[config.mk]
export PLATFORM = sky130hd
export DESIGN_NAME = mm_trg_multi
export DESIGN_NICKNAME = d
export VERILOG_FILES = /design/src/rtl/mm_trg_pkg.sv /design/src/rtl/mm_trg_ch.sv /design/src/rtl/mm_trg_multi.sv
export SDC_FILE = /design/constraint.sdc
export NUM_CORES = 1
export LEC_CHECK = 0
export BUFFER_PORTS_ARGS = -buffer_cell sky130_fd_sc_hd__buf_2
export CORE_MARGIN = 3
export CORE_UTILIZATION = 44
export DETAILED_ROUTE_END_ITERATION = 8
export PLACE_DENSITY = 0.71
export SLEW_MARGIN = 20
export SYNTH_ARGS = -nofsm -noshare
export SYNTH_HDL_FRONTEND = slang
export SYNTH_SLANG_ARGS = --single-unit
[constraint.sdc]
create_clock -name AXIS_ACLK -period 11.56 [get_ports AXIS_ACLK]
set_clock_uncertainty 0.15 [all_clocks]
set_input_delay 2.312 -clock AXIS_ACLK [delete_from_list [all_inputs] [get_ports AXIS_ACLK]]
set_output_delay 2.312 -clock AXIS_ACLK [all_outputs]
set_load 0.01 [all_outputs]
[src/rtl/mm_trg_pkg.sv]
// Shared definitions for the multi-channel minimum trigger.
//   EXEC_INIT / EXEC_TRG : run-control encodings on EXEC_STATE (others = HOLD)
//   ch_state_t           : per-channel frame state
//   clogb2(v)            : number of bits needed to hold the value v
package mm_trg_pkg;

  localparam logic [1:0] EXEC_INIT = 2'b00;
  localparam logic [1:0] EXEC_TRG  = 2'b11;

  // Each packed sample occupies a 16-bit slot of TDATA.
  localparam int SLOT_W = 16;

  typedef enum logic [2:0] {
    ST_CALB   = 3'd0,
    ST_IDLE   = 3'd1,
    ST_ACTIVE = 3'd2,
    ST_POST   = 3'd3,
    ST_FINAL  = 3'd4
  } ch_state_t;

  // Bits needed to represent 'value' itself (counters must reach the limit).
  function automatic int clogb2(input int value);
    int bits;
    bits = 1;
    for (int i = 0; i < 31; i++) begin
      if ((value >> i) != 0) bits = i + 1;
    end
    return bits;
  endfunction

endpackage

[src/rtl/mm_trg_ch.sv]
// One channel of the minimum trigger: baseline-subtracted threshold compare
// over every packed sample, frame FSM, length and tail counters.
// Ports:
//   i_clk, i_rst        clock, synchronous active-high reset
//   i_exec_state        run control (INIT / TRG / HOLD)
//   i_current_time      free-running time, latched when a frame opens
//   i_tdata, i_tvalid   this channel's AXIS beat
//   i_baseline          signed baseline
//   i_threshold         unsigned threshold magnitude
//   i_hysteresis        unsigned hysteresis below threshold
//   i_polarity          0 positive pulses, 1 negative pulses
//   o_triggered_flag    high while a frame is open
//   o_time_stamp        time of the frame's opening beat
//   o_finalize          1-cycle pulse when a frame closes
//   o_over_len          1-cycle pulse when a frame is truncated
//   o_dbg_state         current FSM state
//
// Handshake: a beat is any cycle with i_tvalid=1; there is no back-pressure,
// and cycles without a beat leave state, counters and the time stamp untouched.
module mm_trg_ch
  import mm_trg_pkg::*;
#(
  parameter int ADC_RESOLUTION_WIDTH = 12,
  parameter int S_AXIS_TDATA_WIDTH   = 128,
  parameter int TIME_STAMP_WIDTH     = 16,
  parameter int POST_ACQUI_LEN       = 38,
  parameter int ACQUI_LEN            = 100
) (
  input  logic                            i_clk,
  input  logic                            i_rst,
  input  logic [1:0]                      i_exec_state,
  input  logic [TIME_STAMP_WIDTH-1:0]     i_current_time,
  input  logic [S_AXIS_TDATA_WIDTH-1:0]   i_tdata,
  input  logic                            i_tvalid,
  input  logic [ADC_RESOLUTION_WIDTH-1:0] i_baseline,
  input  logic [ADC_RESOLUTION_WIDTH-1:0] i_threshold,
  input  logic [ADC_RESOLUTION_WIDTH-1:0] i_hysteresis,
  input  logic                            i_polarity,
  output logic                            o_triggered_flag,
  output logic [TIME_STAMP_WIDTH-1:0]     o_time_stamp,
  output logic                            o_finalize,
  output logic                            o_over_len,
  output logic [2:0]                      o_dbg_state
);

  localparam int ADC    = ADC_RESOLUTION_WIDTH;
  localparam int SPT    = S_AXIS_TDATA_WIDTH / SLOT_W;
  localparam int LEN_W  = clogb2(ACQUI_LEN);
  localparam int POST_W = clogb2(POST_ACQUI_LEN);

  // ---------------- compare tree ----------------
  logic [ADC-1:0]        w_lo;
  logic signed [ADC+1:0] w_thr_s;
  logic signed [ADC+1:0] w_lo_s;
  logic [SPT-1:0]        w_hit_vec;
  logic [SPT-1:0]        w_hold_vec;
  logic                  w_hit;
  logic                  w_hold;

  // Lower (hold) level saturates at zero when hysteresis exceeds threshold.
  assign w_lo    = (i_threshold >= i_hysteresis) ? (i_threshold - i_hysteresis) : '0;
  assign w_thr_s = $signed({2'b00, i_threshold});
  assign w_lo_s  = $signed({2'b00, w_lo});

  for (genvar gi = 0; gi < SPT; gi++) begin : g_smp
    logic [ADC-1:0]           w_smp;
    logic [SLOT_W-ADC-1:0]    w_unused_pad;
    logic signed [ADC:0]      w_d;
    logic signed [ADC+1:0]    w_dx;
    assign w_smp        = i_tdata[gi*SLOT_W +: ADC];
    assign w_unused_pad = i_tdata[gi*SLOT_W+ADC +: SLOT_W-ADC];
    assign w_d  = $signed({w_smp[ADC-1], w_smp}) - $signed({i_baseline[ADC-1], i_baseline});
    // One extra bit so negating the most negative difference cannot overflow.
    assign w_dx = i_polarity ? -{w_d[ADC], w_d} : {w_d[ADC], w_d};
    assign w_hit_vec[gi]  = (w_dx >= w_thr_s);
    assign w_hold_vec[gi] = (w_dx >= w_lo_s);
  end

  assign w_hit  = |w_hit_vec;
  assign w_hold = |w_hold_vec;

  // ---------------- FSM and counters ----------------
  ch_state_t                   r_state, w_state_nxt;
  logic [LEN_W-1:0]            r_len, w_len_nxt, w_len_inc;
  logic [POST_W-1:0]           r_post, w_post_nxt, w_post_inc;
  logic [TIME_STAMP_WIDTH-1:0] r_ts, w_ts_nxt;
  logic                        r_flag, w_flag_nxt;
  logic                        r_fin, w_fin_nxt;
  logic                        r_ovl, w_ovl_nxt;
  logic                        w_len_full;
  logic                        w_post_done;

  // Limits are checked on the incremented values: the beat that brings the
  // count to the limit is the last beat of the frame / tail.
  assign w_len_inc   = r_len + 1'b1;
  assign w_post_inc  = r_post + 1'b1;
  assign w_len_full  = (w_len_inc == LEN_W'(ACQUI_LEN));
  assign w_post_done = (w_post_inc == POST_W'(POST_ACQUI_LEN));

  always_comb begin
    w_state_nxt = r_state;
    w_len_nxt   = r_len;
    w_post_nxt  = r_post;
    w_ts_nxt    = r_ts;
    w_flag_nxt  = r_flag;
    w_fin_nxt   = 1'b0;
    w_ovl_nxt   = 1'b0;
    if (i_exec_state == EXEC_INIT) begin
      // Abort any open frame silently.
      w_state_nxt = ST_CALB;
      w_len_nxt   = '0;
      w_post_nxt  = '0;
      w_ts_nxt    = '0;
      w_flag_nxt  = 1'b0;
    end else if (i_exec_state == EXEC_TRG && i_tvalid) begin
      case (r_state)
        ST_CALB: w_state_nxt = ST_IDLE;
        ST_IDLE: begin
          if (w_hit) begin
            w_state_nxt = ST_ACTIVE;
            w_flag_nxt  = 1'b1;
            w_ts_nxt    = i_current_time;
            w_len_nxt   = LEN_W'(1);
            w_post_nxt  = '0;
          end
        end
        ST_ACTIVE: begin
          w_len_nxt = w_len_inc;
          if (w_len_full) begin
            w_state_nxt = ST_FINAL;
            w_flag_nxt  = 1'b0;
            w_fin_nxt   = 1'b1;
            w_ovl_nxt   = 1'b1;
          end else if (!w_hold) begin
            w_state_nxt = ST_POST;
            w_post_nxt  = POST_W'(1);
          end
        end
        ST_POST: begin
          w_len_nxt  = w_len_inc;
          w_post_nxt = w_post_inc;
          if (w_len_full) begin
            w_state_nxt = ST_FINAL;
            w_flag_nxt  = 1'b0;
            w_fin_nxt   = 1'b1;
            w_ovl_nxt   = 1'b1;
          end else if (w_hit) begin
            w_state_nxt = ST_ACTIVE;
            w_post_nxt  = '0;
          end else if (w_post_done) begin
            w_state_nxt = ST_FINAL;
            w_flag_nxt  = 1'b0;
            w_fin_nxt   = 1'b1;
          end
        end
        // Dead beat after a close: any hit here is ignored.
        ST_FINAL: w_state_nxt = ST_IDLE;
        default:  w_state_nxt = ST_CALB;
      endcase
    end
  end

  always_ff @(posedge i_clk) begin
    if (i_rst) begin
      r_state <= ST_CALB;
      r_len   <= '0;
      r_post  <= '0;
      r_ts    <= '0;
      r_flag  <= 1'b0;
      r_fin   <= 1'b0;
      r_ovl   <= 1'b0;
    end else begin
      r_state <= w_state_nxt;
      r_len   <= w_len_nxt;
      r_post  <= w_post_nxt;
      r_ts    <= w_ts_nxt;
      r_flag  <= w_flag_nxt;
      r_fin   <= w_fin_nxt;
      r_ovl   <= w_ovl_nxt;
    end
  end

  assign o_triggered_flag = r_flag;
  assign o_time_stamp     = r_ts;
  assign o_finalize       = r_fin;
  assign o_over_len       = r_ovl;
  assign o_dbg_state      = r_state;

endmodule

[src/rtl/mm_trg_multi.sv]
// Multi-channel minimum trigger between the RF Data Converter AXIS streams
// and the frame builder. One independent mm_trg_ch per ADC channel.
// Ports (channel c occupies slice c of each per-channel bus):
//   AXIS_ACLK, AXIS_ARESET  clock, synchronous active-high reset
//   EXEC_STATE              00 INIT, 11 TRG, others HOLD
//   CURRENT_TIME            free-running time
//   S_AXIS_TDATA/TVALID     per-channel sample beats
//   BASELINE, THRESHOLD     per-channel signed baseline / unsigned threshold
//   HYSTERESIS              shared hysteresis
//   POLARITY                per-channel pulse polarity
//   O_TRIGGERED_FLAG, O_TIME_STAMP, O_FINALIZE, O_OVER_LEN  per-channel results
//   O_DBG_STATE             per-channel FSM state, 3 bits each
module mm_trg_multi
  import mm_trg_pkg::*;
#(
  parameter int N_CH                 = 2,
  parameter int ADC_RESOLUTION_WIDTH = 12,
  parameter int S_AXIS_TDATA_WIDTH   = 128,
  parameter int TIME_STAMP_WIDTH     = 16,
  parameter int POST_ACQUI_LEN       = 38,
  parameter int ACQUI_LEN            = 100
) (
  input  logic                                 AXIS_ACLK,
  input  logic                                 AXIS_ARESET,
  input  logic [1:0]                           EXEC_STATE,
  input  logic [TIME_STAMP_WIDTH-1:0]          CURRENT_TIME,
  input  logic [N_CH*S_AXIS_TDATA_WIDTH-1:0]   S_AXIS_TDATA,
  input  logic [N_CH-1:0]                      S_AXIS_TVALID,
  input  logic [N_CH*ADC_RESOLUTION_WIDTH-1:0] BASELINE,
  input  logic [N_CH*ADC_RESOLUTION_WIDTH-1:0] THRESHOLD,
  input  logic [ADC_RESOLUTION_WIDTH-1:0]      HYSTERESIS,
  input  logic [N_CH-1:0]                      POLARITY,
  output logic [N_CH-1:0]                      O_TRIGGERED_FLAG,
  output logic [N_CH*TIME_STAMP_WIDTH-1:0]     O_TIME_STAMP,
  output logic [N_CH-1:0]                      O_FINALIZE,
  output logic [N_CH-1:0]                      O_OVER_LEN,
  output logic [N_CH*3-1:0]                    O_DBG_STATE
);

  localparam int ADC = ADC_RESOLUTION_WIDTH;
  localparam int W   = S_AXIS_TDATA_WIDTH;
  localparam int TSW = TIME_STAMP_WIDTH;

  for (genvar c = 0; c < N_CH; c++) begin : g_ch
    mm_trg_ch #(
      .ADC_RESOLUTION_WIDTH (ADC),
      .S_AXIS_TDATA_WIDTH   (W),
      .TIME_STAMP_WIDTH     (TSW),
      .POST_ACQUI_LEN       (POST_ACQUI_LEN),
      .ACQUI_LEN            (ACQUI_LEN)
    ) u_ch (
      .i_clk            (AXIS_ACLK),
      .i_rst            (AXIS_ARESET),
      .i_exec_state     (EXEC_STATE),
      .i_current_time   (CURRENT_TIME),
      .i_tdata          (S_AXIS_TDATA[c*W +: W]),
      .i_tvalid         (S_AXIS_TVALID[c]),
      .i_baseline       (BASELINE[c*ADC +: ADC]),
      .i_threshold      (THRESHOLD[c*ADC +: ADC]),
      .i_hysteresis     (HYSTERESIS),
      .i_polarity       (POLARITY[c]),
      .o_triggered_flag (O_TRIGGERED_FLAG[c]),
      .o_time_stamp     (O_TIME_STAMP[c*TSW +: TSW]),
      .o_finalize       (O_FINALIZE[c]),
      .o_over_len       (O_OVER_LEN[c]),
      .o_dbg_state      (O_DBG_STATE[c*3 +: 3])
    );
  end

endmodule
==> results.sh, run 1 <==
export IMPL_synthFlopType="dfxtp_1"
export IMPL_htree_levels=3
export IMPL_min_to="g_ch[0].u_ch.r_len[1]"
export IMPL_holdBufCountCts=0
export IMPL_hpwlAfterDp_um=81500
export IMPL_cts_buffers=9
export IMPL_die_h_um=264
export IMPL_io_buffer_count=319
export IMPL_worst_pin_slew_ns=1.09
export IMPL_crit_fanout=12
export IMPL_num_nets_final=5177
export IMPL_rsz0062_at_grt="false"
export IMPL_die_area_um2=69500
export IMPL_syn_cell_area_um2=29200
export IMPL_route_detailed_drc=0
export IMPL_drive_above_1_share_pct=10.5
export IMPL_clk_latency_ns=0.33
export IMPL_setup_viol=0
export IMPL_post_route_period_util_pct=85.4
export IMPL_r2r_end="g_ch[1].u_ch.r_post[2]"
export IMPL_path_buf_inv=3
export IMPL_postRouteAntennaNets=0
export IMPL_cts_buffer_depth=2
export IMPL_path_clk_slew_ns=0.06
export IMPL_rows=93
export IMPL_powerDensity_nw_per_um2=94.5
export IMPL_maxSlewHeadroom_pct=27.7
export IMPL_firstDrtPassIters=5
export IMPL_yosysSeqAreaShare_pct=4.80
export IMPL_synth_cell_types=107
export IMPL_dr_first_iter_drc_count=2794
export IMPL_cap_violations=0
export IMPL_clkSinkCount=70
export IMPL_hold_start="g_ch[0].u_ch.r_len[1]"
export IMPL_cp_end_kind="register"
export IMPL_clock_fmax_ghz=0.101
export IMPL_coreArea_um2=65000
export IMPL_ctsResizeCount=0
export IMPL_overflow=0
export IMPL_hold_viol=0
export IMPL_wl_um=102000
export IMPL_crit_family="compound AO/OA/AOI/OAI gates"
export IMPL_yosys_warnings=0
export IMPL_dieWidth_um=264
export IMPL_required_ns=11.64
export IMPL_max_stage_delay_ns=0.71
export IMPL_arrival_ns=9.95
export IMPL_synthArstFlopShare_pct=0
export IMPL_worstSetupPathType="input pin to register"
export IMPL_power_leakage_nw=14.2
export IMPL_fin_crit_ns=9.87
export IMPL_routed_via_count=31534
export IMPL_synth_avg_cell_area_um2=7.38
export IMPL_syn_inst=3960
export IMPL_avgRoutedWirePerCell_um=20.1
export IMPL_routed_via_density=6.23
export IMPL_crit_slowest_cell="o311ai_0"
export IMPL_tritoncts="done"
export IMPL_finalSetupTns_ns=0
export IMPL_antenna_found_initial=7
export IMPL_postCtsSetupBuffers=0
export IMPL_hp_class="register to register"
export IMPL_finalMaxSlewViolations=0
export IMPL_reg2reg_depth=5
export IMPL_rrSetupSlack_ns=9.10
export IMPL_crit_path_frequent_cell="a21oi_1"
export IMPL_gp_congestion=0.991
export IMPL_syn_num_nets=4940
export IMPL_syn_to_final_growth_pct=9.28
export IMPL_synth_edff_count=0
export IMPL_grt_max_degree=69
export IMPL_grt_pass1_wl_um=155000
export IMPL_cts_root_buf="clkbuf_16"
export IMPL_status="complete, no violations"
export IMPL_ioPinCount=384
export IMPL_ir_drop_mv=0.0731
export IMPL_ys_ff_latch=70
export IMPL_whs_path_depth=2
export IMPL_critPathLaunchType="input pin"
export IMPL_initial_utilization_pct=44.9
export IMPL_grt_pass1_vias=28432
export IMPL_r2r_start="g_ch[1].u_ch.o_dbg_state[1]"
export IMPL_track_usage_pct=27.5
export IMPL_timing_hold_ws_ns=0.329
-- worst max-delay path by stage --
stage | start | end | slack [ns] | cells after the start
final | THRESHOLD[0] | g_ch[0].u_ch.r_post[4] | 1.69 | 31
after global placement | THRESHOLD[0] | g_ch[0].u_ch.r_post[4] | 1.63 | 31
after CTS | THRESHOLD[0] | g_ch[0].u_ch.r_post[4] | 1.90 | 31
after detailed placement | THRESHOLD[0] | g_ch[0].u_ch.r_post[4] | 1.54 | 31
after floorplan | THRESHOLD[0] | g_ch[0].u_ch.r_post[4] | 3.20 | 32
after global routing | THRESHOLD[0] | g_ch[0].u_ch.r_post[4] | 1.24 | 31
-- worst register-to-register path: cells and delay by family (launching register included) --
family          cells  cell delay (ns)
flops               1             0.51
simple gates        2             0.99
compound gates      3             0.70
-- sequential cells by signal (all words and copies together), names as in the netlist --
signal and flops:
g_ch.u_ch.r_post 12, g_ch.u_ch.o_dbg_state 6, g_ch.u_ch.o_time_stamp 32, g_ch.u_ch.o_triggered_flag 2, g_ch.u_ch.r_len 14, g_ch.u_ch.o_finalize 2
g_ch.u_ch.o_over_len 2
-- layout make-up --
| cell class | instances | area, um2 |
|---|---|---|
| repair buffers | 347 | 1810 |
| flip-flops and latches | 70 | 1400 |
| multi-input cells | 3548 | 26500 |
| diodes | 1 | 2.50 |
| clock inverters | 7 | 105 |
| fillers | 6521 | 33100 |
| inverters | 221 | 830 |
| clock buffers | 9 | 225 |
| well taps | 855 | 1070 |
-- stage by stage --
| stage | instance area, um2 | total power [W] | utilization, % | cells | worst slack [ns] |
|---|---|---|---|---|---|
| after global routing | 31900 | 0.00332 | 49.1 | 5057 | 1.24 |
| after floorplan | 29200 | 0.00205 | - | 3960 | 3.20 |
| final | 31900 | 0.00302 | 49.1 | 5058 | 1.69 |
| after detailed placement | 31600 | 0.00265 | 48.6 | 5041 | 1.54 |
| after CTS | 31900 | 0.00297 | 49.1 | 5057 | 1.90 |
| after global placement | 31600 | 0.00260 | 48.6 | 5041 | 1.63 |
-- cell usage after synthesis, types with 37 or more instances --
cell type / count / area share (%)
and3_1: 44 / 0.94
nand2_1: 303 / 3.9
and2_1: 43 / 0.92
o21a_1: 57 / 1.5
xnor2_1: 209 / 6.3
a211oi_1: 85 / 2.2
ha_1: 622 / 27
nor3_1: 83 / 1.4
nand4_1: 85 / 1.8
nor4_1: 38 / 0.81
o31ai_1: 40 / 1.0
a21oi_1: 269 / 4.6
nor2_1: 294 / 3.8
or3_1: 37 / 0.79
nor2b_1: 70 / 1.5
a21o_1: 102 / 2.6
nand2b_1: 56 / 1.2
mux2i_1: 50 / 1.7
inv_1: 219 / 2.8
o21ai_0: 252 / 4.3
clkbuf_1: 99 / 1.3
o211ai_1: 52 / 1.3
xor2_1: 73 / 2.2
dfxtp_1: 70 / 4.8
nand3_1: 131 / 2.2
-- cells in the final DEF (no fill, tap or decap), types with 57 or more instances in the layout --
cell and instances:
a211oi_1 85, nand4_1 85, nand2_1 303, xor2_1 73, nor2_1 294, o21a_1 57
nor2b_1 70, dfxtp_1 70, ha_1 622, xnor2_1 209, nor3_1 83, buf_2 319
nand3_1 131, o21ai_0 252, a21o_1 102, a21oi_1 269, inv_1 219
-- per-layer routing --
| layer | wire [um] | GRT usage, % | part of all wire (%) |
|---|---|---|---|
| met1 | 44800 | 37.2 | 44 |
| met2 | 45900 | 46.1 | 45 |
| met3 | 8320 | 3.42 | 8.2 |
| met4 | 2790 | 7.11 | 2.7 |
| met5 | 55 | 0 | 0.054 |
-- cell families (layout without fill, tap and decap cells) --
| logic type | Yosys count | count (layout) | share of synthesized area [%] |
|---|---|---|---|
| buf+inv | 342 | 584 | 4.54 |
| flops | 70 | 70 | 4.80 |
| xor+xnor | 282 | 282 | 8.45 |
| simple gates | 1341 | 1341 | 23.8 |
| compound gates | 1234 | 1234 | 28.8 |
| mux | 51 | 51 | 1.75 |
| other cells | 0 | 1 | 0 |
| fa+ha+maj | 640 | 640 | 27.9 |
-- report_power, final --
group	switching [W]	internal (W)	leakage (nW)
registers	0.00000138	0.000242	0.564
logic	0.00147	0.000996	13.5
clock network	0.000112	0.000192	0.159
total	0.00159	0.00143	14.2
Power figures use the tool's default switching activity.
==> inputs of run 2 (changes only) <==
- REMOVE_ABC_BUFFERS: unset -> 1
==> run 2 against run 1 <==
Net effect:
- sequential power is essentially flat
- non-clock buffer count shrank 3
- combinational power is essentially flat
- fmax shrank 1.6%
- via count grew 0.32%
- critical path type unchanged
==> results.sh, run 2 (synthesized netlist as in run 1, its figures left out) <==
export IMPL_status="complete, no violations"
export IMPL_maxSlewHeadroom_pct=30.3
export IMPL_grt_pass1_vias=29013
export IMPL_overflow=0
export IMPL_initial_utilization_pct=44.9
export IMPL_track_usage_pct=28.0
export IMPL_ff_latch_area_um2=1400
export IMPL_syn_to_final_growth_pct=9.31
export IMPL_postCtsSetupBuffers=0
export IMPL_route_detailed_drc=0
export IMPL_clock_fmax_ghz=0.0997
export IMPL_grt_pass1_wl_um=159000
export IMPL_wl_um=104000
export IMPL_cap_violations=0
export IMPL_routed_via_count=31635
export IMPL_setup_viol=0
export IMPL_htree_levels=3
export IMPL_largest_reg_flops=32
export IMPL_power_leakage_nw=14.2
export IMPL_worst_pin_slew_ns=1.04
export IMPL_crit_path_frequent_cell="a21oi_1"
export IMPL_path_clk_slew_ns=0.06
export IMPL_post_route_period_util_pct=86.8
export IMPL_ir_drop_mv=0.0731
export IMPL_antenna_found_initial=2
export IMPL_hold_viol=0
export IMPL_max_stage_delay_ns=0.81
export IMPL_routed_via_density=6.26
export IMPL_cts_root_buf="clkbuf_16"
export IMPL_insertedDiodeCount=0
export IMPL_ctsResizeCount=0
export IMPL_path_buf_inv=3
export IMPL_placed_area_um2=31600
export IMPL_design_area_um2=31900
export IMPL_fin_crit_ns=10.03
export IMPL_clkSinkCount=70
export IMPL_cp_end_kind="register"
export IMPL_rrSetupSlack_ns=9.15
export IMPL_finalMaxSlewViolations=0
export IMPL_hp_class="register to register"
export IMPL_finalSetupTns_ns=0
export IMPL_avgRoutedWirePerCell_um=20.5
export IMPL_hpwlAfterDp_um=81500
export IMPL_grt_max_degree=87
export IMPL_die_h_um=264
export IMPL_worstSetupPathType="input pin to register"
export IMPL_gp_congestion=1.01
export IMPL_tritoncts="done"
export IMPL_coreArea_um2=65000
export IMPL_cts_buffer_depth=2
export IMPL_fillCellCount=6469
export IMPL_drive_above_1_share_pct=10.4
export IMPL_final_common_cell="ha_1"
export IMPL_postRouteAntennaNets=0
export IMPL_worstSetupEndpoint="g_ch[0].u_ch.r_post[4]"
export IMPL_dr_first_iter_drc_count=2853
export IMPL_ioPinCount=384
export IMPL_dieWidth_um=264
export IMPL_arrival_ns=10.11
export IMPL_rsz0062_at_grt="false"
export IMPL_r2r_start="g_ch[0].u_ch.r_len[0]"
export IMPL_io_buffer_count=319
export IMPL_firstDrtPassIters=6
export IMPL_num_nets_final=5174
export IMPL_reg2reg_depth=8
export IMPL_crit_fanout=12
export IMPL_crit_family="compound AO/OA/AOI/OAI gates"
export IMPL_r2r_end="g_ch[0].u_ch.r_post[4]"
export IMPL_critPathLaunchType="input pin"
export IMPL_die_area_um2=69500
export IMPL_cts_buffers=9
export IMPL_rows=93
export IMPL_clk_latency_ns=0.32
export IMPL_holdBufCountCts=0
export IMPL_cp_num_cells=32
export IMPL_powerDensity_nw_per_um2=95.3
export IMPL_startpoint="THRESHOLD[0]"
export IMPL_timing_hold_ws_ns=0.332
export IMPL_final_cell_mix="ha_1, buf_2, nand2_1"
export IMPL_crit_slowest_cell="o311ai_0"
export IMPL_required_ns=11.63
export IMPL_multi_input_area_um2=26500
## run 2: cell type report
cell class              count  area share [%]
repair buffers            344            5.62
clock inverters             7           0.384
clock buffers               9           0.705
inverters                 221            2.60
multi-input cells        3548            83.0
flip-flops and latches     70            4.39
well taps                 855            3.35
## run 2: per-layer routing
| layer | global-route usage (%) | vias to the layer above | wire length, um |
|---|---|---|---|
| met3 | 4.55 | 208 | 8880 |
| met1 | 38.1 | 14702 | 45700 |
| met5 | 0 | - | 0 |
| met4 | 8.27 | 0 | 3390 |
| li1 | - | 15498 | - |
| met2 | 45.4 | 1227 | 45600 |
## run 2: worst min path at each step
| stage | start | to | slack, ns | depth (start not counted) |
|---|---|---|---|---|
| after floorplan | g_ch[0].u_ch.r_len[1] | g_ch[0].u_ch.r_len[1] | 0.29 | 2 |
| after global placement | g_ch[0].u_ch.r_len[1] | g_ch[0].u_ch.r_len[1] | 0.31 | 2 |
| after detailed placement | g_ch[0].u_ch.r_len[1] | g_ch[0].u_ch.r_len[1] | 0.32 | 2 |
| after CTS | g_ch[0].u_ch.r_len[1] | g_ch[0].u_ch.r_len[1] | 0.33 | 2 |
| after global routing | g_ch[0].u_ch.r_post[5] | g_ch[0].u_ch.r_post[5] | 0.35 | 1 |
| final | g_ch[0].u_ch.r_len[1] | g_ch[0].u_ch.r_len[1] | 0.33 | 2 |
## run 2: worst min-delay path: stages, from the launching register on
cell and delay, ns:
dfxtp_1 0.32, nand2_1 0.06, a21oi_1 0.05
## run 2: stage by stage
step                      setup WS [ns]  power, W  std cells  utilization, %
after floorplan                    3.24   0.00203       3839               -
after global placement             1.61   0.00261       5037            48.5
after detailed placement           1.45   0.00265       5037            48.5
after CTS                          1.77   0.00299       5053            49.1
after global routing               1.31   0.00335       5054            49.1
final                              1.53   0.00304       5054            49.1
## run 2: power breakdown
| part | total [W] | internal [W] | switching, W | leakage (nW) |
|---|---|---|---|---|
| clock | 0.000319 | 0.000211 | 0.000107 | 0.162 |
| sequential | 0.000244 | 0.000242 | 0.00000132 | 0.564 |
| combinational | 0.00248 | 0.000995 | 0.00149 | 13.5 |
